`src/rtl/lcd_pkg.sv`:
```
// Shared types and constants for the LCD init/fill sequencer.
package lcd_pkg;

  typedef enum logic [2:0] {
    ST_INIT_SEND = 3'd0,
    ST_INIT_WAIT = 3'd1,
    ST_IDLE      = 3'd2,
    ST_WIN       = 3'd3,
    ST_PIX_HI    = 3'd4,
    ST_PIX_LO    = 3'd5
  } state_e;

  localparam logic [7:0] CASET   = 8'h2A;
  localparam logic [7:0] RASET   = 8'h2B;
  localparam logic [7:0] RAMWR   = 8'h2C;
  localparam logic [7:0] SWRESET = 8'h01;
  localparam logic [7:0] SLPOUT  = 8'h11;
  localparam logic [7:0] COLMOD  = 8'h3A;
  localparam logic [7:0] DISPON  = 8'h29;

  localparam int         INIT_LEN = 5;
  localparam logic [3:0] WIN_LAST = 4'd10;

  typedef struct packed {
    logic [7:0] data;
    logic       mode;
    logic       delay;
  } init_entry_t;

  typedef struct packed {
    logic [7:0] data;
    logic       mode;
  } spi_byte_t;

  typedef struct packed {
    logic [7:0]  x0;
    logic [7:0]  x1;
    logic [7:0]  y0;
    logic [7:0]  y1;
    logic [15:0] color;
  } fill_t;

  // Address-window preamble: CASET x0..x1, RASET y0..y1, then RAMWR.
  function automatic spi_byte_t win_byte(input logic [3:0] idx, input fill_t f);
    spi_byte_t b;
    b = '{data: 8'h00, mode: 1'b1};
    case (idx)
      4'd0:    b = '{data: CASET, mode: 1'b0};
      4'd2:    b.data = f.x0;
      4'd4:    b.data = f.x1;
      4'd5:    b = '{data: RASET, mode: 1'b0};
      4'd7:    b.data = f.y0;
      4'd9:    b.data = f.y1;
      4'd10:   b = '{data: RAMWR, mode: 1'b0};
      default: b = '{data: 8'h00, mode: 1'b1};
    endcase
    return b;
  endfunction

endpackage

```
`src/rtl/lcd_init_rom.sv`:
```
// Panel power-up command table, one entry per index.
module lcd_init_rom
  import lcd_pkg::*;
(
  input  logic [2:0]  idx_i,
  output init_entry_t entry_o
);

  always_comb begin
    entry_o = '{data: 8'h00, mode: 1'b0, delay: 1'b0};
    case (idx_i)
      3'd0:    entry_o = '{data: SWRESET, mode: 1'b0, delay: 1'b1};
      3'd1:    entry_o = '{data: SLPOUT,  mode: 1'b0, delay: 1'b1};
      3'd2:    entry_o = '{data: COLMOD,  mode: 1'b0, delay: 1'b0};
      3'd3:    entry_o = '{data: 8'h55,   mode: 1'b1, delay: 1'b0};
      3'd4:    entry_o = '{data: DISPON,  mode: 1'b0, delay: 1'b0};
      default: entry_o = '{data: 8'h00,   mode: 1'b0, delay: 1'b0};
    endcase
  end

endmodule

```
`src/rtl/lcd_seq.sv`:
```
// LCD sequencer: runs the panel init table, then fills rectangles with a
// solid RGB565 colour via a valid/ready byte stream to the SPI block.
module lcd_seq
  import lcd_pkg::*;
#(
  parameter int unsigned INIT_DELAY_CYC = 250000
) (
  input  logic        clk,
  input  logic        rst,
  input  logic        req_valid,
  output logic        req_ready,
  input  logic [7:0]  req_x0,
  input  logic [7:0]  req_y0,
  input  logic [7:0]  req_w,
  input  logic [7:0]  req_h,
  input  logic [15:0] req_color,
  output logic        spi_valid,
  input  logic        spi_ready,
  output logic [7:0]  spi_cmd,
  output logic        spi_mode,
  output logic        init_done
);

  localparam int CNT_W = (INIT_DELAY_CYC > 1) ? $clog2(INIT_DELAY_CYC) : 1;

  state_e           state_q,   state_d;
  logic [2:0]       rom_idx_q, rom_idx_d;
  logic [CNT_W-1:0] wait_cnt_q, wait_cnt_d;
  logic [3:0]       win_idx_q, win_idx_d;
  logic [15:0]      pix_cnt_q, pix_cnt_d;
  fill_t            fill_q,    fill_d;
  logic             valid_q,   valid_d;
  logic             done_q,    done_d;

  init_entry_t rom_entry;
  spi_byte_t   cur_byte;

  lcd_init_rom u_rom (
    .idx_i   (rom_idx_q),
    .entry_o (rom_entry)
  );

  always_comb begin
    cur_byte = '{data: 8'h00, mode: 1'b0};
    case (state_q)
      ST_INIT_SEND: cur_byte = '{data: rom_entry.data, mode: rom_entry.mode};
      ST_WIN:       cur_byte = win_byte(win_idx_q, fill_q);
      ST_PIX_HI:    cur_byte = '{data: fill_q.color[15:8], mode: 1'b1};
      ST_PIX_LO:    cur_byte = '{data: fill_q.color[7:0],  mode: 1'b1};
      default:      cur_byte = '{data: 8'h00, mode: 1'b0};
    endcase
  end

  // The byte is a pure function of registered state, so it cannot move while stalled.
  assign spi_valid = valid_q;
  assign spi_cmd   = valid_q ? cur_byte.data : 8'h00;
  assign spi_mode  = valid_q & cur_byte.mode;
  assign req_ready = (state_q == ST_IDLE);
  assign init_done = done_q;

  always_comb begin
    // NOTE: every next-state signal gets its hold value first so no path infers a latch.
    state_d    = state_q;
    rom_idx_d  = rom_idx_q;
    wait_cnt_d = wait_cnt_q;
    win_idx_d  = win_idx_q;
    pix_cnt_d  = pix_cnt_q;
    fill_d     = fill_q;
    valid_d    = valid_q;
    done_d     = done_q;

    case (state_q)
      ST_INIT_SEND: begin
        if (!valid_q) begin
          valid_d = 1'b1;
        end else if (spi_ready) begin
          if (rom_entry.delay) begin
            state_d    = ST_INIT_WAIT;
            valid_d    = 1'b0;
            wait_cnt_d = '0;
            rom_idx_d  = rom_idx_q + 3'd1;
          end else if (rom_idx_q == 3'(INIT_LEN - 1)) begin
            state_d = ST_IDLE;
            valid_d = 1'b0;
            done_d  = 1'b1;
          end else begin
            rom_idx_d = rom_idx_q + 3'd1;
          end
        end
      end
      ST_INIT_WAIT: begin
        // Raise valid on the last wait cycle so the gap is exactly INIT_DELAY_CYC.
        if (wait_cnt_q == CNT_W'(INIT_DELAY_CYC - 1)) begin
          state_d = ST_INIT_SEND;
          valid_d = 1'b1;
        end else begin
          wait_cnt_d = wait_cnt_q + CNT_W'(1);
        end
      end
      ST_IDLE: begin
        if (req_valid) begin
          fill_d.x0    = req_x0;
          fill_d.x1    = req_x0 + req_w - 8'd1;
          fill_d.y0    = req_y0;
          fill_d.y1    = req_y0 + req_h - 8'd1;
          fill_d.color = req_color;
          pix_cnt_d    = 16'(req_w) * 16'(req_h);
          win_idx_d    = 4'd0;
          state_d      = ST_WIN;
        end
      end
      ST_WIN: begin
        if (!valid_q) begin
          if (pix_cnt_q == 16'd0) state_d = ST_IDLE;
          else                    valid_d = 1'b1;
        end else if (spi_ready) begin
          if (win_idx_q == WIN_LAST) state_d   = ST_PIX_HI;
          else                       win_idx_d = win_idx_q + 4'd1;
        end
      end
      ST_PIX_HI: begin
        if (spi_ready) state_d = ST_PIX_LO;
      end
      ST_PIX_LO: begin
        if (spi_ready) begin
          pix_cnt_d = pix_cnt_q - 16'd1;
          if (pix_cnt_q == 16'd1) begin
            state_d = ST_IDLE;
            valid_d = 1'b0;
          end else begin
            state_d = ST_PIX_HI;
          end
        end
      end
      default: state_d = ST_INIT_SEND;
    endcase
  end

  always_ff @(posedge clk) begin
    // NOTE: sequential state uses non-blocking assignment so every register samples pre-edge values.
    if (!rst) begin
      state_q    <= ST_INIT_SEND;
      rom_idx_q  <= '0;
      wait_cnt_q <= '0;
      win_idx_q  <= '0;
      pix_cnt_q  <= '0;
      fill_q     <= '0;
      valid_q    <= 1'b0;
      done_q     <= 1'b0;
    end else begin
      state_q    <= state_d;
      rom_idx_q  <= rom_idx_d;
      wait_cnt_q <= wait_cnt_d;
      win_idx_q  <= win_idx_d;
      pix_cnt_q  <= pix_cnt_d;
      fill_q     <= fill_d;
      valid_q    <= valid_d;
      done_q     <= done_d;
    end
  end

endmodule
```
`config.mk`:
```
export PLATFORM = sky130hd
export DESIGN_NAME = lcd_seq
export DESIGN_NICKNAME = d
export VERILOG_FILES = /design/src/rtl/lcd_pkg.sv /design/src/rtl/lcd_init_rom.sv /design/src/rtl/lcd_seq.sv
export SDC_FILE = /design/constraint.sdc
export NUM_CORES = 1
export LEC_CHECK = 0
export CAP_MARGIN = 0
export CORE_ASPECT_RATIO = 0.9
export CORE_UTILIZATION = 60
export CTS_CLUSTER_DIAMETER = 80
export DETAILED_ROUTE_END_ITERATION = 8
export GPL_TIMING_DRIVEN = 0
export PLACE_DENSITY = 0.78
export SLEW_MARGIN = 10
export SYNTH_ARGS = -nofsm -noshare
export SYNTH_HDL_FRONTEND = slang
export SYNTH_SLANG_ARGS = --single-unit
```
`constraint.sdc`:
```
create_clock -name clk -period 4.9 [get_ports clk]
set_input_delay 0.49 -clock clk [delete_from_list [all_inputs] [get_ports clk]]
set_output_delay 0.49 -clock clk [all_outputs]
set_load 0.005 [all_outputs]
```
==> report_table.html <==
<table>
<tr><th>Metric</th><th>Value</th></tr>
<tr><th colspan="2">Clock network</th></tr>
<tr><td>TritonCTS clock tree</td><td>built</td></tr>
<tr><td>H-tree lvl count</td><td>3</td></tr>
<tr><td>Clock-pin slew reported for the worst setup and hold paths after clock tree synthesis</td><td>0.07 ns</td></tr>
<tr><td>Source-to-sink clock delay at the later pin of the worst-skew pair</td><td>0.35 ns</td></tr>
<tr><td>Clock sinks</td><td>94</td></tr>
<tr><td>Buffer type at the clock tree root</td><td>sky130_fd_sc_hd__clkbuf_16</td></tr>
<tr><td>Total clock buffers created by CTS</td><td>9</td></tr>
<tr><td>Deepest clock path buffer count</td><td>2</td></tr>
<tr><th colspan="2">Timing</th></tr>
<tr><td>Final Setup Violations</td><td>0</td></tr>
<tr><td>Final Slew Violations</td><td>0</td></tr>
<tr><td>Upper clock frequency limit</td><td>0.214 GHz</td></tr>
<tr><td>Share of the cycle needed by the critical path after routing</td><td>0.956</td></tr>
<tr><td>Largest clock skew in the final design</td><td>0.00811 ns</td></tr>
<tr><td>Fin. Hold Viols</td><td>0</td></tr>
<tr><td>Post-route minimum period</td><td>4.68 ns</td></tr>
<tr><td>Relative slew slack</td><td>0.528</td></tr>
<tr><td>Min setup slack post-route</td><td>0.217 ns</td></tr>
<tr><td>Total Negative Setup Slacks</td><td>0 ns</td></tr>
<tr><td>Worst slew pin tran</td><td>0.709 ns</td></tr>
<tr><th colspan="2">Layout</th></tr>
<tr><td>Most used cells in the layout excluding fill and tap cells</td><td>sky130_fd_sc_hd__nand2_1, sky130_fd_sc_hd__nor2_1, sky130_fd_sc_hd__inv_1, sky130_fd_sc_hd__dfxtp_1, sky130_fd_sc_hd__a21oi_1</td></tr>
<tr><td>Post-layout util</td><td>0.708</td></tr>
<tr><td>Leading cell type in the layout, fill and taps excluded</td><td>sky130_fd_sc_hd__nand2_1</td></tr>
<tr><td>Antenna Cells</td><td>0</td></tr>
<tr><td>Area growth from synthesis to layout</td><td>15.2%</td></tr>
<tr><td>Proportion of layout cells with a drive suffix above 1</td><td>0.0478</td></tr>
<tr><td>Finished layout cell area</td><td>0.00899 mm2</td></tr>
<tr><td>Number of nets in the layout</td><td>1267</td></tr>
<tr><td>Non-Filler Instances</td><td>1272</td></tr>
<tr><th colspan="2">Run</th></tr>
<tr><td>Max cap viols</td><td>0</td></tr>
<tr><th colspan="2">Global route</th></tr>
<tr><td>Via count of the first global-routing pass</td><td>6869</td></tr>
<tr><td>Total global routing track utilization</td><td>0.312</td></tr>
<tr><td>First-pass GRT wire length</td><td>32.8 mm</td></tr>
<tr><td>GRT met1 Usage</td><td>0.426</td></tr>
<tr><td>Antenna violations before repair</td><td>0</td></tr>
<tr><td>Met2 Use GR</td><td>0.510</td></tr>
<tr><td>Fraction of met3 tracks used by global routing</td><td>0.0509</td></tr>
<tr><td>Pin count of the biggest net entering global routing</td><td>17</td></tr>
<tr><td>GRT Max-Usage Layer</td><td>met2</td></tr>
<tr><td>Congestion Overflow GR</td><td>0</td></tr>
<tr><th colspan="2">Power</th></tr>
<tr><td>Peak supply drop</td><td>0.192 mV</td></tr>
<tr><td>Pwr/cell area</td><td>279 mW/mm2</td></tr>
<tr><td>Leakage power figure</td><td>3.74 nW</td></tr>
<tr><th colspan="2">Yosys</th></tr>
<tr><td>Adder and majority gate portion of the synthesized area</td><td>0.216</td></tr>
<tr><td>Post-synthesis cell type with the largest combined area</td><td>sky130_fd_sc_hd__dfxtp_1</td></tr>
<tr><td>Distinct cell type count of the synthesized netlist</td><td>63</td></tr>
<tr><td>Mean cell area of the mapped netlist</td><td>7.58 um2</td></tr>
<tr><td>Combinational family with the most area after synthesis</td><td>adder cells</td></tr>
<tr><td>Top cells by area, synth</td><td>sky130_fd_sc_hd__dfxtp_1, sky130_fd_sc_hd__ha_1, sky130_fd_sc_hd__fa_1</td></tr>
<tr><td>Number of flops mapped to enable cells by yosys</td><td>0</td></tr>
<tr><td>Post-synth design cell area</td><td>0.00780 mm2</td></tr>
<tr><td>Number of storage elements in the synthesis netlist</td><td>94</td></tr>
<tr><td>Multiplexer share of the synthesized area</td><td>0.00818</td></tr>
<tr><td>Compound-Gate Fraction of Synth Area</td><td>0.194</td></tr>
<tr><td>Post-Syn Nets</td><td>1193</td></tr>
<tr><td>Area share of the leading cell type in the synthesized netlist</td><td>0.241</td></tr>
<tr><td>Share of the synthesized netlist area taken by xor and xnor gates</td><td>0.0438</td></tr>
<tr><td>Instance count of the mapped netlist</td><td>1029</td></tr>
<tr><td>Most used flip-flop cell after synthesis</td><td>sky130_fd_sc_hd__dfxtp_1</td></tr>
<tr><td>Proportion of synthesized flip-flops having asynchronous set or reset</td><td>0</td></tr>
<tr><td>Synth Warn #</td><td>0</td></tr>
<tr><td>Register area share after synthesis</td><td>0.241</td></tr>
<tr><td>Simple-gate share of the synthesized area</td><td>0.215</td></tr>
<tr><th colspan="2">Floorplan</th></tr>
<tr><td>Ports</td><td>64</td></tr>
<tr><td>Number of placement rows</td><td>39</td></tr>
<tr><td>Initial Utilization</td><td>0.615</td></tr>
<tr><td>Total core area</td><td>0.0127 mm2</td></tr>
<tr><td>Die Height</td><td>110 um</td></tr>
<tr><td>Die width</td><td>122 um</td></tr>
<tr><td>Die ar.</td><td>0.0135 mm2</td></tr>
<tr><th colspan="2">Critical path</th></tr>
<tr><td>Cells on worst reg2reg path</td><td>8</td></tr>
<tr><td>CP Class</td><td>in -&gt; reg</td></tr>
<tr><td>Data arrival, critical path</td><td>4.90 ns</td></tr>
<tr><td>Highest-delay cell along the critical path</td><td>sky130_fd_sc_hd__fa_1</td></tr>
<tr><td>Worst path most repeated cell</td><td>sky130_fd_sc_hd__fa_1</td></tr>
<tr><td>Worst Setup End Kind</td><td>flop</td></tr>
<tr><td>Type of element launching the critical path</td><td>input port</td></tr>
<tr><td>Longest individual stage delay on the worst path</td><td>0.54 ns</td></tr>
<tr><td>Maximum net fanout on the critical path</td><td>6</td></tr>
<tr><td>Critical path cell sequence</td><td>clkdlybuf4s50_1, inv_2, nor2_1, fa_1, fa_1, fa_1, inv_1, fa_1, inv_1, ha_2, a2111oi_4, a21oi_2, a41oi_2, xnor2_1, a221oi_2, nor2_1</td></tr>
<tr><td>Required time worst endpoint</td><td>5.11 ns</td></tr>
<tr><th colspan="2">Worst hold path</th></tr>
<tr><td>Number of instances on the worst hold path</td><td>2</td></tr>
<tr><td>Path category of the worst min-delay check</td><td>reg -&gt; reg</td></tr>
<tr><th colspan="2">Drt</th></tr>
<tr><td>Count of nets left with antenna violations after detail routing</td><td>0</td></tr>
<tr><td>Iteration count of the initial detailed-routing pass</td><td>5</td></tr>
<tr><td>Total Routed Length</td><td>20.4 mm</td></tr>
<tr><td>Vias per cell</td><td>5.83</td></tr>
<tr><td>Routed length per instance</td><td>16.0 um</td></tr>
<tr><td>DRC violation count after routing</td><td>0</td></tr>
<tr><td>Detailed Route Iter0 Violations</td><td>585</td></tr>
<tr><td>Via count of the routed design</td><td>7422</td></tr>
<tr><th colspan="2">Placed design</th></tr>
<tr><td>Gp weighted congestion</td><td>0.931</td></tr>
<tr><td>Number of port buffers</td><td>62</td></tr>
<tr><td>Standard cell area after detailed placement</td><td>0.00863 mm2</td></tr>
<tr><td>Cells after DPL</td><td>1255</td></tr>
<tr><td>Worst setup slack before clock tree synthesis</td><td>-0.439 ns</td></tr>
<tr><td>Final HPWL DP</td><td>15.7 mm</td></tr>
<tr><th colspan="2">Run status</th></tr>
<tr><td>Result of the run</td><td>finished clean</td></tr>
</table>
[power by group]
part / internal (mW) / switching [mW] / leakage, nW
logic: 0.451 / 0.593 / 2.85
registers: 0.774 / 0.00900 / 0.758
clock network: 0.362 / 0.319 / 0.137
[Yosys cell counts (16+ instances only)]
cell type,instances
sky130_fd_sc_hd__a211oi_1,17
sky130_fd_sc_hd__a21oi_1,91
sky130_fd_sc_hd__a31oi_1,17
sky130_fd_sc_hd__and2_1,16
sky130_fd_sc_hd__clkbuf_1,38
sky130_fd_sc_hd__dfxtp_1,94
sky130_fd_sc_hd__fa_1,38
sky130_fd_sc_hd__ha_1,74
sky130_fd_sc_hd__inv_1,120
sky130_fd_sc_hd__nand2_1,137
sky130_fd_sc_hd__nand3_1,24
sky130_fd_sc_hd__nor2_1,116
sky130_fd_sc_hd__o21ai_0,42
sky130_fd_sc_hd__xnor2_1,29
[registers in the layout, summed over array words and instances (netlist names)]
name,cells
fill_q,48
init_done,1
pix_cnt_q,16
rom_idx_q,3
spi_valid,1
state_q,3
wait_cnt_q,18
win_idx_q,4
[per-stage QoR]
stage,hold WS [ns],power [mW]
after global placement,0.443,1.73
final,0.457,2.51
after floorplan,0.432,1.50
after CTS,0.457,2.44
after detailed placement,0.447,1.74
after global routing,0.472,2.69
[layer usage]
layer / part of all wire / vias to the layer above
met5: 0 / -
met4: 0.018 / 0
met3: 0.061 / 34
met2: 0.45 / 252
met1: 0.47 / 3493
li1: - / 3643
[critical path: cells and delay by family]
| kind | cells | cell delay (ns) |
|---|---|---|
| buf+inv | 4 | 0.73 |
| compound gates | 4 | 0.93 |
| xor+xnor | 1 | 0.12 |
| fa+ha+maj | 5 | 2.39 |
| simple gates | 2 | 0.22 |
[repair_timing]
action,CTS,global route
buffers inserted,0,1
gates resized for setup,3,25
hold endpoints to repair,0,0
setup endpoints to repair,1,6
pin swaps,0,3
hold buffers,0,0
[final cells by class]
class                   instances  area [um2]
multi-input cells             767        5340
fillers                      1106        3700
flip-flops and latches         94        1880
repair buffers                 63         636
inverters                     121         458
clock buffers                  10         239
well taps                     164         205
plain buffers                  47         183
clock inverters                 6        45.0
[final timing paths]
check	endpoint	from	slack, ns
worst max-delay path	pix_cnt_q[12]$_SDFFE_PN0P_	req_w[6]	0.22
worst max register to register	pix_cnt_q[6]$_SDFFE_PN0P_	state_q[2]$_SDFFE_PN0P_	2.52
worst min register to register	fill_q[12]$_SDFFE_PN0P_	fill_q[12]$_SDFFE_PN0P_	0.46
worst min-delay path	fill_q[12]$_SDFFE_PN0P_	fill_q[12]$_SDFFE_PN0P_	0.46
[cells by family after synthesis]
logic type,Yosys count
DFF,94
xor gates and xnor gates,39
AOI/OAI and AO/OA,244
buffers and inverters,168
adders and majority gates,112
muxes,6
and+or+nand+nor,366
Note: power is estimated with default switching activity, not from simulation.
